### src/rtl/cook_timer_pkg.sv
// -----------------------------------------------------------------------------
// cook_timer_pkg
// Shared definitions for the microwave cook timer controller:
//   - FSM state encoding (also exported on the debug state port)
//   - field layout of the 4-digit BCD preset {min_tens, min_ones, sec_tens, sec_ones}
//   - BCD digit validity helper
// -----------------------------------------------------------------------------
package cook_timer_pkg;

    typedef enum logic [2:0] {
        ST_IDLE  = 3'd0,
        ST_SET   = 3'd1,
        ST_LOAD  = 3'd2,
        ST_COOK  = 3'd3,
        ST_PAUSE = 3'd4,
        ST_DONE  = 3'd5
    } state_t;

    localparam int BCD_MAX  = 9;
    localparam int DIGIT_W  = 4;
    localparam int PRESET_W = 4 * DIGIT_W;

    // Bit offsets of each digit inside the preset word
    localparam int SEC_ONES_LSB = 0;
    localparam int SEC_TENS_LSB = 4;
    localparam int MIN_ONES_LSB = 8;
    localparam int MIN_TENS_LSB = 12;

    function automatic logic is_bcd(input logic [DIGIT_W-1:0] d);
        return d <= DIGIT_W'(BCD_MAX);
    endfunction

endpackage

### src/rtl/cook_timer_ctrl_if.sv
// -----------------------------------------------------------------------------
// cook_timer_ctrl_if
// Bundles the front-panel inputs and the counter-chain control signals of the
// cook timer controller.
//   master : the controller (reads buttons/keypad/timer_zero, drives the chain)
//   slave  : the environment (panel + counter chain)
// Signals:
//   startn/stopn/clearn  active-low button levels
//   door_closed          1 = door closed
//   keypad_valid/digit   one-cycle keypad strobe and BCD digit
//   timer_zero           chain reached 00:00
//   load_data/loadn      preset value and active-low load strobe to the chain
//   cnt_en/cnt_clrn      count-down enable and active-low clear to the chain
//   mag_on/done_lamp     magnetron enable and finished indicator
//   state                FSM state, debug
// -----------------------------------------------------------------------------
import cook_timer_pkg::*;

interface cook_timer_ctrl_if;
    logic                startn;
    logic                stopn;
    logic                clearn;
    logic                door_closed;
    logic                keypad_valid;
    logic [DIGIT_W-1:0]  keypad_digit;
    logic                timer_zero;
    logic [PRESET_W-1:0] load_data;
    logic                loadn;
    logic                cnt_en;
    logic                cnt_clrn;
    logic                mag_on;
    logic                done_lamp;
    logic [2:0]          state;

    modport master (
        input  startn, stopn, clearn, door_closed, keypad_valid, keypad_digit, timer_zero,
        output load_data, loadn, cnt_en, cnt_clrn, mag_on, done_lamp, state
    );

    modport slave (
        output startn, stopn, clearn, door_closed, keypad_valid, keypad_digit, timer_zero,
        input  load_data, loadn, cnt_en, cnt_clrn, mag_on, done_lamp, state
    );
endinterface

### src/rtl/cook_timer_ctrl_tick_prescaler.sv
// -----------------------------------------------------------------------------
// tick_prescaler
// Free-running modulo-TICK_DIV counter with synchronous clear and run gate.
// Ports:
//   clk   rising-edge clock
//   clrn  asynchronous active-low reset
//   clr   synchronous clear (wins over run)
//   run   advance the count this cycle
//   tick  high in the cycle the count sits at TICK_DIV-1 while running
// -----------------------------------------------------------------------------
module tick_prescaler #(
    parameter int TICK_DIV = 100
) (
    input  logic clk,
    input  logic clrn,
    input  logic clr,
    input  logic run,
    output logic tick
);
    localparam int CW = (TICK_DIV > 1) ? $clog2(TICK_DIV) : 1;

    logic [CW-1:0] cnt;

    // Tick is combinational so the wrap cycle itself carries the pulse.
    assign tick = run && (cnt == CW'(TICK_DIV - 1));

    always_ff @(posedge clk or negedge clrn) begin
        if (!clrn) begin
            cnt <= '0;
        end else if (clr) begin
            cnt <= '0;
        end else if (run) begin
            cnt <= tick ? '0 : cnt + CW'(1);
        end
    end
endmodule

### src/rtl/cook_timer_ctrl.sv
// -----------------------------------------------------------------------------
// cook_timer_ctrl
// Sequencing controller for the microwave countdown chain. Collects keypad
// digits into a 4-digit BCD preset, loads it into the chain, issues one
// count enable per cooking second, handles pause/resume/clear, drives the
// magnetron and the done lamp, and ends cooking on the chain's zero flag.
// Parameters:
//   TICK_DIV     clk cycles per countdown second (>= 2)
//   DONE_CYCLES  seconds the done lamp stays lit before returning to IDLE
// Ports:
//   clk   rising-edge clock
//   clrn  asynchronous active-low reset
//   io    cook_timer_ctrl_if.master (panel inputs, chain controls, debug state)
// -----------------------------------------------------------------------------
import cook_timer_pkg::*;

module cook_timer_ctrl #(
    parameter int TICK_DIV    = 100,
    parameter int DONE_CYCLES = 5
) (
    input  logic              clk,
    input  logic              clrn,
    cook_timer_ctrl_if.master io
);

    state_t              state_q;
    logic [PRESET_W-1:0] preset_q;
    logic                loadn_q;
    logic                cnt_clrn_q;
    logic                startn_q, stopn_q, clearn_q;

    logic start_ev, stop_ev, clear_ev, key_ok;
    logic cook_abort;
    logic sec_clr, sec_run, sec_tick;
    logic done_clr, done_run, done_tick;

    // Shift a new digit into sec_ones; the old min_tens digit falls off.
    function automatic logic [PRESET_W-1:0] shift_digit(input logic [PRESET_W-1:0] p,
                                                        input logic [DIGIT_W-1:0]  d);
        logic [PRESET_W-1:0] r;
        r = '0;
        r[MIN_TENS_LSB +: DIGIT_W] = p[MIN_ONES_LSB +: DIGIT_W];
        r[MIN_ONES_LSB +: DIGIT_W] = p[SEC_TENS_LSB +: DIGIT_W];
        r[SEC_TENS_LSB +: DIGIT_W] = p[SEC_ONES_LSB +: DIGIT_W];
        r[SEC_ONES_LSB +: DIGIT_W] = d;
        return r;
    endfunction

    // Falling-edge detection against the registered previous level, so a
    // held button produces exactly one event.
    assign start_ev = startn_q & ~io.startn;
    assign stop_ev  = stopn_q  & ~io.stopn;
    assign clear_ev = clearn_q & ~io.clearn;
    assign key_ok   = io.keypad_valid && is_bcd(io.keypad_digit);

    // Any event that takes COOK out of counting this cycle (clear, stop,
    // door open); these outrank both timer_zero and the tick.
    assign cook_abort = clear_ev | stop_ev | ~io.door_closed;

    always_comb begin
        sec_clr  = (state_q == ST_LOAD) ||
                   ((state_q == ST_COOK) && !cook_abort && io.timer_zero);
        // Pausing holds the prescaler, so a resume finishes the partial second.
        sec_run  = ((state_q == ST_COOK) && !cook_abort) || (state_q == ST_DONE);
        done_clr = (state_q != ST_DONE);
        done_run = (state_q == ST_DONE) && sec_tick;
    end

    tick_prescaler #(.TICK_DIV(TICK_DIV)) u_sec_prescaler (
        .clk  (clk),
        .clrn (clrn),
        .clr  (sec_clr),
        .run  (sec_run),
        .tick (sec_tick)
    );

    // Counts seconds spent in DONE; reuses the prescaler as a wrap counter.
    tick_prescaler #(.TICK_DIV(DONE_CYCLES)) u_done_prescaler (
        .clk  (clk),
        .clrn (clrn),
        .clr  (done_clr),
        .run  (done_run),
        .tick (done_tick)
    );

    always_ff @(posedge clk or negedge clrn) begin
        if (!clrn) begin
            state_q    <= ST_IDLE;
            preset_q   <= '0;
            loadn_q    <= 1'b1;
            cnt_clrn_q <= 1'b1;
            startn_q   <= 1'b1;
            stopn_q    <= 1'b1;
            clearn_q   <= 1'b1;
        end else begin
            startn_q   <= io.startn;
            stopn_q    <= io.stopn;
            clearn_q   <= io.clearn;
            loadn_q    <= 1'b1;
            cnt_clrn_q <= 1'b1;

            case (state_q)
                ST_IDLE: begin
                    if (clear_ev) begin
                        preset_q <= '0;
                    end else if (key_ok) begin
                        preset_q <= shift_digit(preset_q, io.keypad_digit);
                        state_q  <= ST_SET;
                    end
                end

                ST_SET: begin
                    if (clear_ev) begin
                        preset_q <= '0;
                        state_q  <= ST_IDLE;
                    end else if (start_ev && io.door_closed && (preset_q != '0)) begin
                        loadn_q <= 1'b0;
                        state_q <= ST_LOAD;
                    end else if (key_ok) begin
                        preset_q <= shift_digit(preset_q, io.keypad_digit);
                    end
                end

                ST_LOAD: begin
                    state_q <= ST_COOK;
                end

                ST_COOK: begin
                    if (clear_ev) begin
                        preset_q   <= '0;
                        cnt_clrn_q <= 1'b0;
                        state_q    <= ST_IDLE;
                    end else if (stop_ev || !io.door_closed) begin
                        state_q <= ST_PAUSE;
                    end else if (io.timer_zero) begin
                        state_q <= ST_DONE;
                    end
                end

                ST_PAUSE: begin
                    if (clear_ev || stop_ev) begin
                        preset_q   <= '0;
                        cnt_clrn_q <= 1'b0;
                        state_q    <= ST_IDLE;
                    end else if (start_ev && io.door_closed) begin
                        state_q <= ST_COOK;
                    end
                end

                ST_DONE: begin
                    if (clear_ev || stop_ev || !io.door_closed || io.keypad_valid || done_tick) begin
                        preset_q   <= '0;
                        cnt_clrn_q <= 1'b0;
                        state_q    <= ST_IDLE;
                    end
                end

                default: begin
                    state_q <= ST_IDLE;
                end
            endcase
        end
    end

    assign io.state     = state_q;
    assign io.load_data = preset_q;
    assign io.loadn     = loadn_q;
    // Reset passes straight through so the chain clears while clrn is low.
    assign io.cnt_clrn  = clrn & cnt_clrn_q;
    assign io.mag_on    = (state_q == ST_COOK);
    assign io.done_lamp = (state_q == ST_DONE);
    assign io.cnt_en    = (state_q == ST_COOK) && !cook_abort && !io.timer_zero && sec_tick;

endmodule

### src/flat_wrapper.sv
// flat-port wrapper written by rule: the top's interface ports become plain ports
module cook_timer_ctrl_flat 
#(
    parameter int TICK_DIV    = 100,
    parameter int DONE_CYCLES = 5
)
  (clk, clrn, io_startn, io_stopn, io_clearn, io_door_closed, io_keypad_valid, io_keypad_digit, io_timer_zero, io_load_data, io_loadn, io_cnt_en, io_cnt_clrn, io_mag_on, io_done_lamp, io_state);
  cook_timer_ctrl_if io_i ();
  input  logic clk;
  input  logic clrn;
  input wire logic [$bits(io_i.startn)-1:0] io_startn;
  input wire logic [$bits(io_i.stopn)-1:0] io_stopn;
  input wire logic [$bits(io_i.clearn)-1:0] io_clearn;
  input wire logic [$bits(io_i.door_closed)-1:0] io_door_closed;
  input wire logic [$bits(io_i.keypad_valid)-1:0] io_keypad_valid;
  input wire logic [$bits(io_i.keypad_digit)-1:0] io_keypad_digit;
  input wire logic [$bits(io_i.timer_zero)-1:0] io_timer_zero;
  output wire logic [$bits(io_i.load_data)-1:0] io_load_data;
  output wire logic [$bits(io_i.loadn)-1:0] io_loadn;
  output wire logic [$bits(io_i.cnt_en)-1:0] io_cnt_en;
  output wire logic [$bits(io_i.cnt_clrn)-1:0] io_cnt_clrn;
  output wire logic [$bits(io_i.mag_on)-1:0] io_mag_on;
  output wire logic [$bits(io_i.done_lamp)-1:0] io_done_lamp;
  output wire logic [$bits(io_i.state)-1:0] io_state;
  assign io_i.startn = io_startn;
  assign io_i.stopn = io_stopn;
  assign io_i.clearn = io_clearn;
  assign io_i.door_closed = io_door_closed;
  assign io_i.keypad_valid = io_keypad_valid;
  assign io_i.keypad_digit = io_keypad_digit;
  assign io_i.timer_zero = io_timer_zero;
  assign io_load_data = io_i.load_data;
  assign io_loadn = io_i.loadn;
  assign io_cnt_en = io_i.cnt_en;
  assign io_cnt_clrn = io_i.cnt_clrn;
  assign io_mag_on = io_i.mag_on;
  assign io_done_lamp = io_i.done_lamp;
  assign io_state = io_i.state;
  cook_timer_ctrl #(.TICK_DIV(TICK_DIV), .DONE_CYCLES(DONE_CYCLES)) u_core (.clk(clk), .clrn(clrn), .io(io_i));
endmodule
### config.mk
export PLATFORM = sky130hd
export DESIGN_NAME = cook_timer_ctrl_flat
export DESIGN_NICKNAME = d
export VERILOG_FILES = /design/src/rtl/cook_timer_pkg.sv /design/src/rtl/cook_timer_ctrl_if.sv /design/src/rtl/cook_timer_ctrl_tick_prescaler.sv /design/src/rtl/cook_timer_ctrl.sv /design/src/flat_wrapper.sv
export SDC_FILE = /design/constraint.sdc
export NUM_CORES = 1
export LEC_CHECK = 0
export ABC_CLOCK_PERIOD_IN_PS = 2200
export BUFFER_PORTS_ARGS = -buffer_cell sky130_fd_sc_hd__buf_4
export CAP_MARGIN = 0
export CORE_MARGIN = 2
export CORE_UTILIZATION = 35
export DETAILED_ROUTE_END_ITERATION = 12
export SLEW_MARGIN = 40
export SYNTH_ARGS = -nofsm -noshare
export SYNTH_HDL_FRONTEND = slang
export SYNTH_SLANG_ARGS = --single-unit
### constraint.sdc
create_clock -name clk -period 2.2 [get_ports clk]
set_input_delay 0.11 -clock clk [delete_from_list [all_inputs] [get_ports clk]]
set_output_delay 0.11 -clock clk [all_outputs]
set_load 0.02 [all_outputs]
==> results.txt, run 1 <==
----------------------------------------------------
[Critical path]
  Worst Path Required ... 2.40 ns
  Worst flop-to-flop path startpoint ... u_core.u_sec_prescaler.cnt[4]
  Critical Path Start Type ... input port
  Reg-to-reg critical path endpoint ... u_core.io.load_data[1]
  Critical path destination ... u_core.io.load_data[1]
  Classification of the worst setup path ... in2reg
  Logic depth of the worst register-to-register path ... 5
  Signal arrival time at the worst endpoint ... 2.17 ns
  Cell with the biggest individual delay on the critical path ... sky130_fd_sc_hd__dlygate4sd3_1
  Slack of the worst reg-to-reg path ... 0.24 ns
  Worst-path cell chain ... dlygate4sd3_1 -> buf_4 -> nand2b_1 -> and4b_1 -> nor2_1 -> nand4b_4 -> mux2i_1
  Launching element of the worst setup path ... io_stopn
  Delay of the slowest cell on the worst path ... 0.53 ns
  Endpoint class of the critical path ... flip-flop
  Max FO, Critical Path ... 16

[Synth]
  Synthesized netlist net count ... 208
  Leading post-synthesis cells by cell area ... sky130_fd_sc_hd__dfrtp_1, sky130_fd_sc_hd__mux2i_1, sky130_fd_sc_hd__dfstp_2, sky130_fd_sc_hd__nand2_1, sky130_fd_sc_hd__inv_1
  Yosys reg bits ... 34
  Average footprint of a synthesized cell ... 9.69 um^2
  Post-synth EDFFs ... 0
  Async SR Flop Fraction ... 1.00
  Area leader, netlist ... sky130_fd_sc_hd__dfrtp_1
  Most common flop cell mapped by yosys ... sky130_fd_sc_hd__dfrtp_1
  Distinct cells, synth ... 41
  Sequential cell area fraction in the yosys report ... 0.458
  Number of cells produced by synthesis ... 193
  Synth Cell Area ... 0.00187 mm^2
  Yosys Warn Count ... 0
  Post-synth top area share ... 0.388

[Detailed routing]
  Number of routed nets with antenna violations ... 0
  DRC violations left ... 0
  Iter 0 DRT Violations ... 77
  Routed WL per cell ... 13.0 um
  Total via count in the routed design ... 1468
  Detail-routed via count per cell ... 4.84
  Overall routed net length ... 3930 um
  Number of detailed-routing iterations run before antenna repair ... 4

[Outcome]
  Run status ... completed

[Die]
  Y dimension of the die ... 77.1 um
  Top Ports ... 36
  Die Width ... 77.1 um
  Die Footprint ... 0.00595 mm^2
  Initial core utilization ... 0.364
  Area of the core ... 0.00514 mm^2
  Number of placement rows ... 26

[Clock network]
  Clock-pin slew on the worst setup and hold paths ... 0.08 ns
  Clock tree from TritonCTS ... built
  Skew-Pair Late Insertion Delay ... 0.29 ns
  Root Driver ... sky130_fd_sc_hd__clkbuf_8
  Number of buffers inserted by post-CTS setup repair ... 0
  Count of H-tree levels built during CTS ... 2
  Number of CTS-inserted buffers ... 5
  Post_cts resized ... 0
  Number of sinks handled by clock tree synthesis ... 34
  CTS max path bufs ... 2

[Layout]
  Area added between synthesis and finish ... 25.8%
  Count of inserted antenna diode cells ... 0
  Final cell utilization of the core ... 0.458
  Proportion of layout cells with a drive suffix above 1 ... 0.245
  Filler cell count ... 514
  Final net count ... 247

[Timing]
  Post-route minimum period ... 1.96 ns
  Slew at the pin closest to its max-slew limit ... 0.468 ns
  Final count of hold timing violations ... 0
  Final total negative setup slack ... 0 ns
  Setup repair after global routing missed its margin ... no
  Total count of max-transition violations in the final report ... 0
  Period utilization ... 0.893
  Setup violations, final ... 0
  Worst Hold Margin ... 0.0578 ns
  Slew HR ... 0.688
  Post-route clock skew ... 0.0138 ns
  FMAX ... 509 MHz

[GRT]
  Total congestion overflow after global routing ... 0
  Number of global-route vias before repair ... 1415
  Number of antenna violations at the first check in global routing ... 0
  Maximum number of pins on one net before global-route repair ... 36
  GRT Resource Usage Total ... 0.144
  Wire length of the first global-routing pass ... 6890 um

[Place]
  Weighted congestion reported at the end of routability-driven placement ... 0.794
  PortBufs ... 35
  Detailed Place HPWL ... 2730 um

[Hold path]
  Hold/Removal Path Class ... in2reg

[Power]
  Reported leakage power ... 1.15 nW
  Tot Pwr ... 2.95 mW
  Total power density per cell area ... 1250 mW/mm^2
  Worst VDD drop ... 0.453 mV

[Run]
  Maximum capacitance violations ... 0

----------------------------------------------------
state kept, by name, summed over array words and instances, names as in the netlist:
signal,count
u_core.clearn_q,1
u_core.io.loadn,1
u_core.startn_q,1
u_core.io.state,3
u_core.u_done_prescaler.cnt,3
u_core.cnt_clrn_q,1
u_core.stopn_q,1
u_core.u_sec_prescaler.cnt,7
u_core.io.load_data,16
synthesized netlist by cell type, drive strengths merged (2+ instances only):
cell type  instances
o21ai              7
mux2i             17
nand3b             6
clkbuf             5
inv               20
nand2             26
nand3              5
a31oi              2
xnor2              5
dfstp              5
a211oi             4
buf                4
ha                 3
nand4b             2
nor3               4
nor2              10
a21oi             10
dfrtp             29
nor2b              2
nand4              3
nand2b             6
nor4               4
routing by layer:
metal  wire [um]  track usage
met3         217       0.0365
met1        1910        0.212
met2        1740        0.204
met5           0            0
met4          62       0.0536
logic make-up after synthesis:
kind of cell / after synthesis / share of synthesized area
multiplexers: 17 / 0.0910
AND/OR/NAND/NOR: 78 / 0.245
flip-flops: 34 / 0.458
adder cells (fa/ha/maj): 3 / 0.0201
buffers and inverters: 29 / 0.0722
AO/OA/AOI/OAI: 27 / 0.0903
XOR/XNOR: 5 / 0.0234
final cells by class:
class / count / area, um^2 / share of cell area
flip-flops and latches: 34 / 857 / 0.364
well taps: 70 / 87.6 / 0.0372
repair buffers: 41 / 318 / 0.135
multi-input cells: 130 / 878 / 0.373
inverters: 20 / 75.1 / 0.0319
clock buffers: 5 / 68.8 / 0.0292
clock inverters: 3 / 68.8 / 0.0292
where the power goes:
group | leakage, nW | total [mW] | internal, mW | switching (mW)
logic | 0.647 | 1.20 | 0.551 | 0.646
clock network | 0.0683 | 0.699 | 0.454 | 0.245
registers | 0.437 | 1.05 | 0.822 | 0.227
worst max-delay path, delay by kind of cell:
family,cells,cell delay (ns)
buf+inv,2,0.66
mux,1,0.28
simple gates,4,1.11
layout by cell type, fill, tap and decap left out, drive strengths merged, types with 2 or more instances in the layout:
cell type	instances
a211oi	4
a21oi	10
a31oi	2
buf	37
bufinv	2
clkbuf	5
dfrtp	29
dfstp	5
dlygate4sd3	4
ha	3
inv	20
mux2i	17
nand2	26
nand2b	6
nand3	5
nand3b	6
nand4	3
nand4b	2
nor2	10
nor2b	2
nor3	4
nor4	4
o21ai	7
xnor2	5
repair_timing:
action / 4_1_cts / 5_1_grt
endpoints found under the hold margin: 32 / 0
hold buffers: 4 / 0
setup endpoints to repair: 0 / 0
worst min-delay path by stage:
stage / startpoint / to / cells past startpoint
after global placement: clrn / u_core.io.load_data[6] / 1
after CTS: io_keypad_digit[0] / u_core.io.load_data[0] / 3
final: io_keypad_digit[0] / u_core.io.load_data[0] / 3
after detailed placement: clrn / u_core.io.load_data[14] / 1
after global routing: io_keypad_digit[0] / u_core.io.load_data[0] / 3
after floorplan: clrn / u_core.io.load_data[0] / 0
stage by stage:
stage	cell area (um^2)	worst slack [ns]	cells
finish	2350	0.236	303
global route	2350	0.0547	303
CTS	2350	0.210	303
detailed placement	2180	0.231	291
global placement	2180	0.275	291
floorplan	1870	0.295	193
No activity file was read; power rests on OpenSTA's default activity.
==> inputs of run 2 (changes only) <==
ABC_AREA = 1   (was unset)
ABC_CLOCK_PERIOD_IN_PS = 1600   (was 2200)
CTS_CLUSTER_SIZE = 40   (was unset)
clock period = 1.6 ns   (was 2.2 ns; I/O delays follow)
==> run 2 against run 1 <==
The flow now finishes with violations (negative setup slack). Core utilization increased by 4.8 points. Sequential power increased by 30%. Worst setup slack got worse by 0.25 ns. Die area increased by 9.0%. Largest power group unchanged.
==> results.txt, run 2 <==
----------------------------------------------------
[Outcome]
  Run status ... finished, violations left (was completed)
  Violations in the final reports ... negative setup slack

[Die]
  Die Footprint ... 0.00648 mm^2 (was 0.00595 mm^2)
  Y dimension of the die ... 80.5 um (was 77.1 um)
  Top Ports ... 36 (unchanged)
  Area of the core ... 0.00557 mm^2 (was 0.00514 mm^2)
  Initial core utilization ... 0.367 (was 0.364)
  Die Width ... 80.5 um (was 77.1 um)
  Number of placement rows ... 27 (was 26)

[Clock network]
  CTS max path bufs ... 2 (unchanged)
  Clock-pin slew on the worst setup and hold paths ... 0.07 ns (was 0.08 ns)
  Number of CTS-inserted buffers ... 5 (unchanged)
  Skew-Pair Late Insertion Delay ... 0.29 ns (about the same)
  Count of H-tree levels built during CTS ... 2 (unchanged)
  Clock tree from TritonCTS ... built (unchanged)
  Root Driver ... sky130_fd_sc_hd__clkbuf_8 (unchanged)
  Number of sinks handled by clock tree synthesis ... 34 (unchanged)

[Detailed routing]
  Detail-routed via count per cell ... 4.79 (was 4.84)
  Number of detailed-routing iterations run before antenna repair ... 4 (unchanged)
  Overall routed net length ... 5180 um (was 3930 um)
  Routed WL per cell ... 12.1 um (was 13.0 um)
  Number of routed nets with antenna violations ... 0 (unchanged)
  Total via count in the routed design ... 2057 (was 1468)
  Iter 0 DRT Violations ... 105 (was 77)
  DRC violations left ... 0 (unchanged)

[Timing]
  Min setup slack post-route ... -0.0101 ns (was 0.236 ns)
  Slew HR ... 0.802 (was 0.688)
  Slew at the pin closest to its max-slew limit ... 0.297 ns (was 0.468 ns)
  Post-route minimum period ... 1.61 ns
  Setup violations, final ... 5 (was 0)
  Post-route clock skew ... 0.00315 ns (was 0.0138 ns)
  Setup repair after global routing missed its margin ... yes (was no)
  Period utilization ... 1.01
  Worst Hold Margin ... 0.134 ns (was 0.0578 ns)
  FMAX ... 621 MHz
  Total count of max-transition violations in the final report ... 0 (unchanged)
  Final count of hold timing violations ... 0 (unchanged)

[Synth]
  Yosys Warn Count ... 0 (unchanged)
  Cell types with the highest counts after synthesis ... sky130_fd_sc_hd__nand2_1, sky130_fd_sc_hd__nor2_1, sky130_fd_sc_hd__dfrtp_1 (was sky130_fd_sc_hd__dfrtp_1, sky130_fd_sc_hd__nand2_1, sky130_fd_sc_hd__inv_1)
  Synth Cell Area ... 0.00205 mm^2 (was 0.00187 mm^2)
  Distinct cells, synth ... 25 (was 41)
  Area leader, netlist ... sky130_fd_sc_hd__dfrtp_1 (unchanged)
  Yosys reg bits ... 34 (unchanged)
  Leading post-synthesis cells by cell area ... sky130_fd_sc_hd__dfrtp_1, sky130_fd_sc_hd__nand2_1, sky130_fd_sc_hd__nor2_1, sky130_fd_sc_hd__nand4_1, sky130_fd_sc_hd__dfstp_2 (was sky130_fd_sc_hd__dfrtp_1, sky130_fd_sc_hd__mux2i_1, sky130_fd_sc_hd__dfstp_2, sky130_fd_sc_hd__nand2_1, sky130_fd_sc_hd__inv_1)
  Sequential cell area fraction in the yosys report ... 0.418 (was 0.458)
  Most common flop cell mapped by yosys ... sky130_fd_sc_hd__dfrtp_1 (unchanged)
  Async SR Flop Fraction ... 1.00 (unchanged)
  Post-synth EDFFs ... 0 (unchanged)
  Synthesized netlist net count ... 306 (was 208)
  Number of cells produced by synthesis ... 291 (was 193)
  Post-synth top area share ... 0.354 (was 0.388)
  Average footprint of a synthesized cell ... 7.04 um^2 (was 9.69 um^2)
  Most frequent cell after synthesis ... sky130_fd_sc_hd__nand2_1 (was sky130_fd_sc_hd__dfrtp_1)

[Layout]
  Finished layout cell area ... 0.00282 mm^2 (was 0.00235 mm^2)
  Filler cell count ... 561 (was 514)
  Area added between synthesis and finish ... 37.7% (was 25.8%)
  Final cell utilization of the core ... 0.506 (was 0.458)
  Register area ... 860 um^2 (was 857 um^2)
  Flip-flop count of the largest register after layout ... 16 (unchanged)
  Combined area of the multi-input logic cells ... 0.00113 mm^2 (was 878 um^2)
  Count of inserted antenna diode cells ... 0 (unchanged)
  Most frequent cells in the layout ... sky130_fd_sc_hd__nand2_1, sky130_fd_sc_hd__buf_4, sky130_fd_sc_hd__nor2_1 (was sky130_fd_sc_hd__buf_4, sky130_fd_sc_hd__dfrtp_1, sky130_fd_sc_hd__nand2_1)
  Most common cell after layout, fill and taps aside ... sky130_fd_sc_hd__nand2_1 (was sky130_fd_sc_hd__buf_4)
  Proportion of layout cells with a drive suffix above 1 ... 0.333 (was 0.245)
  Final net count ... 371 (was 247)

[Critical path]
  Slack of the worst reg-to-reg path ... -0.01 ns (was 0.24 ns)
  Signal arrival time at the worst endpoint ... 1.80 ns (was 2.17 ns)
  Max FO, Critical Path ... 8 (was 16)
  Classification of the worst setup path ... reg2reg (was in2reg)
  Endpoint class of the critical path ... flip-flop (unchanged)
  Critical Path Start Type ... flip-flop (was input port)
  Worst Path Required ... 1.79 ns (was 2.40 ns)

[GRT]
  GRT Resource Usage Total ... 0.174 (was 0.144)
  Wire length of the first global-routing pass ... 8670 um (was 6890 um)
  Number of antenna violations at the first check in global routing ... 0 (unchanged)
  Number of global-route vias before repair ... 1970 (was 1415)
  Total congestion overflow after global routing ... 0 (unchanged)
  Maximum number of pins on one net before global-route repair ... 23 (was 36)

[Power]
  Fraction of power consumed by sequential logic ... 0.318 (was 0.356)
  Reported leakage power ... 1.50 nW (was 1.15 nW)
  Clock share of power ... 0.160 (was 0.237)
  Switching share of power ... 0.440 (was 0.380)
  Worst VDD drop ... 0.692 mV (was 0.453 mV)
  Logic pwr share ... 0.521 (was 0.406)
  Tot Pwr ... 4.28 mW (was 2.95 mW)
  Total power density per cell area ... 1520 mW/mm^2 (was 1250 mW/mm^2)
  Net load switching power ... 1.88 mW (was 1.12 mW)
  Internal power of the cells ... 2.40 mW (was 1.83 mW)

[Place]
  Weighted congestion reported at the end of routability-driven placement ... 0.884 (was 0.794)
  PortBufs ... 35 (unchanged)
  Detailed Place HPWL ... 3710 um (was 2730 um)
  Area post-placement ... 0.00254 mm^2 (was 0.00218 mm^2)

[Run]
  Maximum capacitance violations ... 0 (unchanged)

[Hold path]
  Hold/Removal Path Class ... in2reg (unchanged)

----------------------------------------------------
## run 2: cell types whose count changed after synthesis, sizes merged, moves of 4 or more
cell,delta
nand2,+86
nor2,+36
nand4,+22
mux2i,-17
nand3,+12
inv,+11
nand2b,-6
a21oi,-5
nand3b,-5
xnor2,-5
a211oi,-4
nor4,-4
o21ai,-4
## run 2: what timing repair did
action / 4_1_cts / 5_1_grt
gates cloned: 0 / 1
hold endpoints to repair: 35 / 0
setup endpoints to repair: 17 / 27
hold buffers: 4 / 0
pin swaps: 1 / 15
buffers inserted: 2 / 3
gates resized for setup: 4 / 30
## run 2: cells by family (layout without fill, tap and decap cells)
kind of cell / count (synthesis) / after routing / share of synthesized area
AND/OR/NAND/NOR: 203 / 204 / 0.442
buffers and inverters: 39 / 104 / 0.0812
flip-flops: 34 / 34 / 0.418
AO/OA/AOI/OAI: 12 / 12 / 0.0397
adder cells (fa/ha/maj): 3 / 3 / 0.0183
## run 2: per-layer routing
layer	up-vias	routed length (um)	global-route usage	part of all wire
li1	1062	-	-	-
met1	954	2350	0.200	0.45
met2	34	2530	0.304	0.49
met3	7	220	0.0494	0.043
met4	0	74	0.0661	0.014
met5	-	0	0	0
## run 2: area by class of cell
| type | count | area share |
|---|---|---|
| Clock buffer | 6 | 0.0293 |
| Timing Repair Buffer | 65 | 0.188 |
| Multi-Input combinational cell | 219 | 0.401 |
| Clock inverter | 2 | 0.00444 |
| Inverter | 31 | 0.0413 |
| Sequential cell | 34 | 0.305 |
| Tap cell | 72 | 0.0319 |
## run 2: critical path, cell delays in order (launching register included)
cell                      delay (ns)
sky130_fd_sc_hd__dfrtp_1        0.39
sky130_fd_sc_hd__ha_2           0.20
sky130_fd_sc_hd__nand2_2        0.06
sky130_fd_sc_hd__nor2_4         0.14
sky130_fd_sc_hd__nand3_4        0.09
sky130_fd_sc_hd__a21oi_4        0.23
sky130_fd_sc_hd__buf_6          0.13
sky130_fd_sc_hd__nand3_4        0.11
sky130_fd_sc_hd__nand2_1        0.09
sky130_fd_sc_hd__nand2_1        0.05
## run 2: final timing paths
check	start	to	cells after the start
max in group asynchronous	clrn	u_core.io.loadn	3
max reg2reg	u_core.u_sec_prescaler.cnt[1]	u_core.io.load_data[6]	9
min in group asynchronous	clrn	u_core.io.load_data[2]	2
max	u_core.u_sec_prescaler.cnt[1]	u_core.io.load_data[6]	9
min reg2reg	u_core.io.load_data[12]	u_core.io.load_data[12]	2
min	io_keypad_digit[0]	u_core.io.load_data[0]	5
## run 2: through the flow
step	setup TNS, ns	setup WS [ns]	std cells
2_1_floorplan	0	0.00372	291
3_3_place_gp	0	0.0506	411
4_1_cts	-0.00468	-0.00468	425
6_report	-0.0294	-0.0101	429
3_5_place_dp	-0.132	-0.0180	411
5_1_grt	-1.53	-0.102	429
## run 2: power by group through the flow
| stage | Combinational [mW] | Clock, mW | Sequential, mW |
|---|---|---|---|
| finish | 2.23 | 0.687 | 1.36 |
| CTS | 2.11 | 0.708 | 1.35 |
| global route | 2.46 | 0.738 | 1.40 |
| global placement | 2.02 | 0 | 1.40 |
| floorplan | 1.05 | 0 | 1.59 |
| detailed placement | 2.03 | 0 | 1.40 |
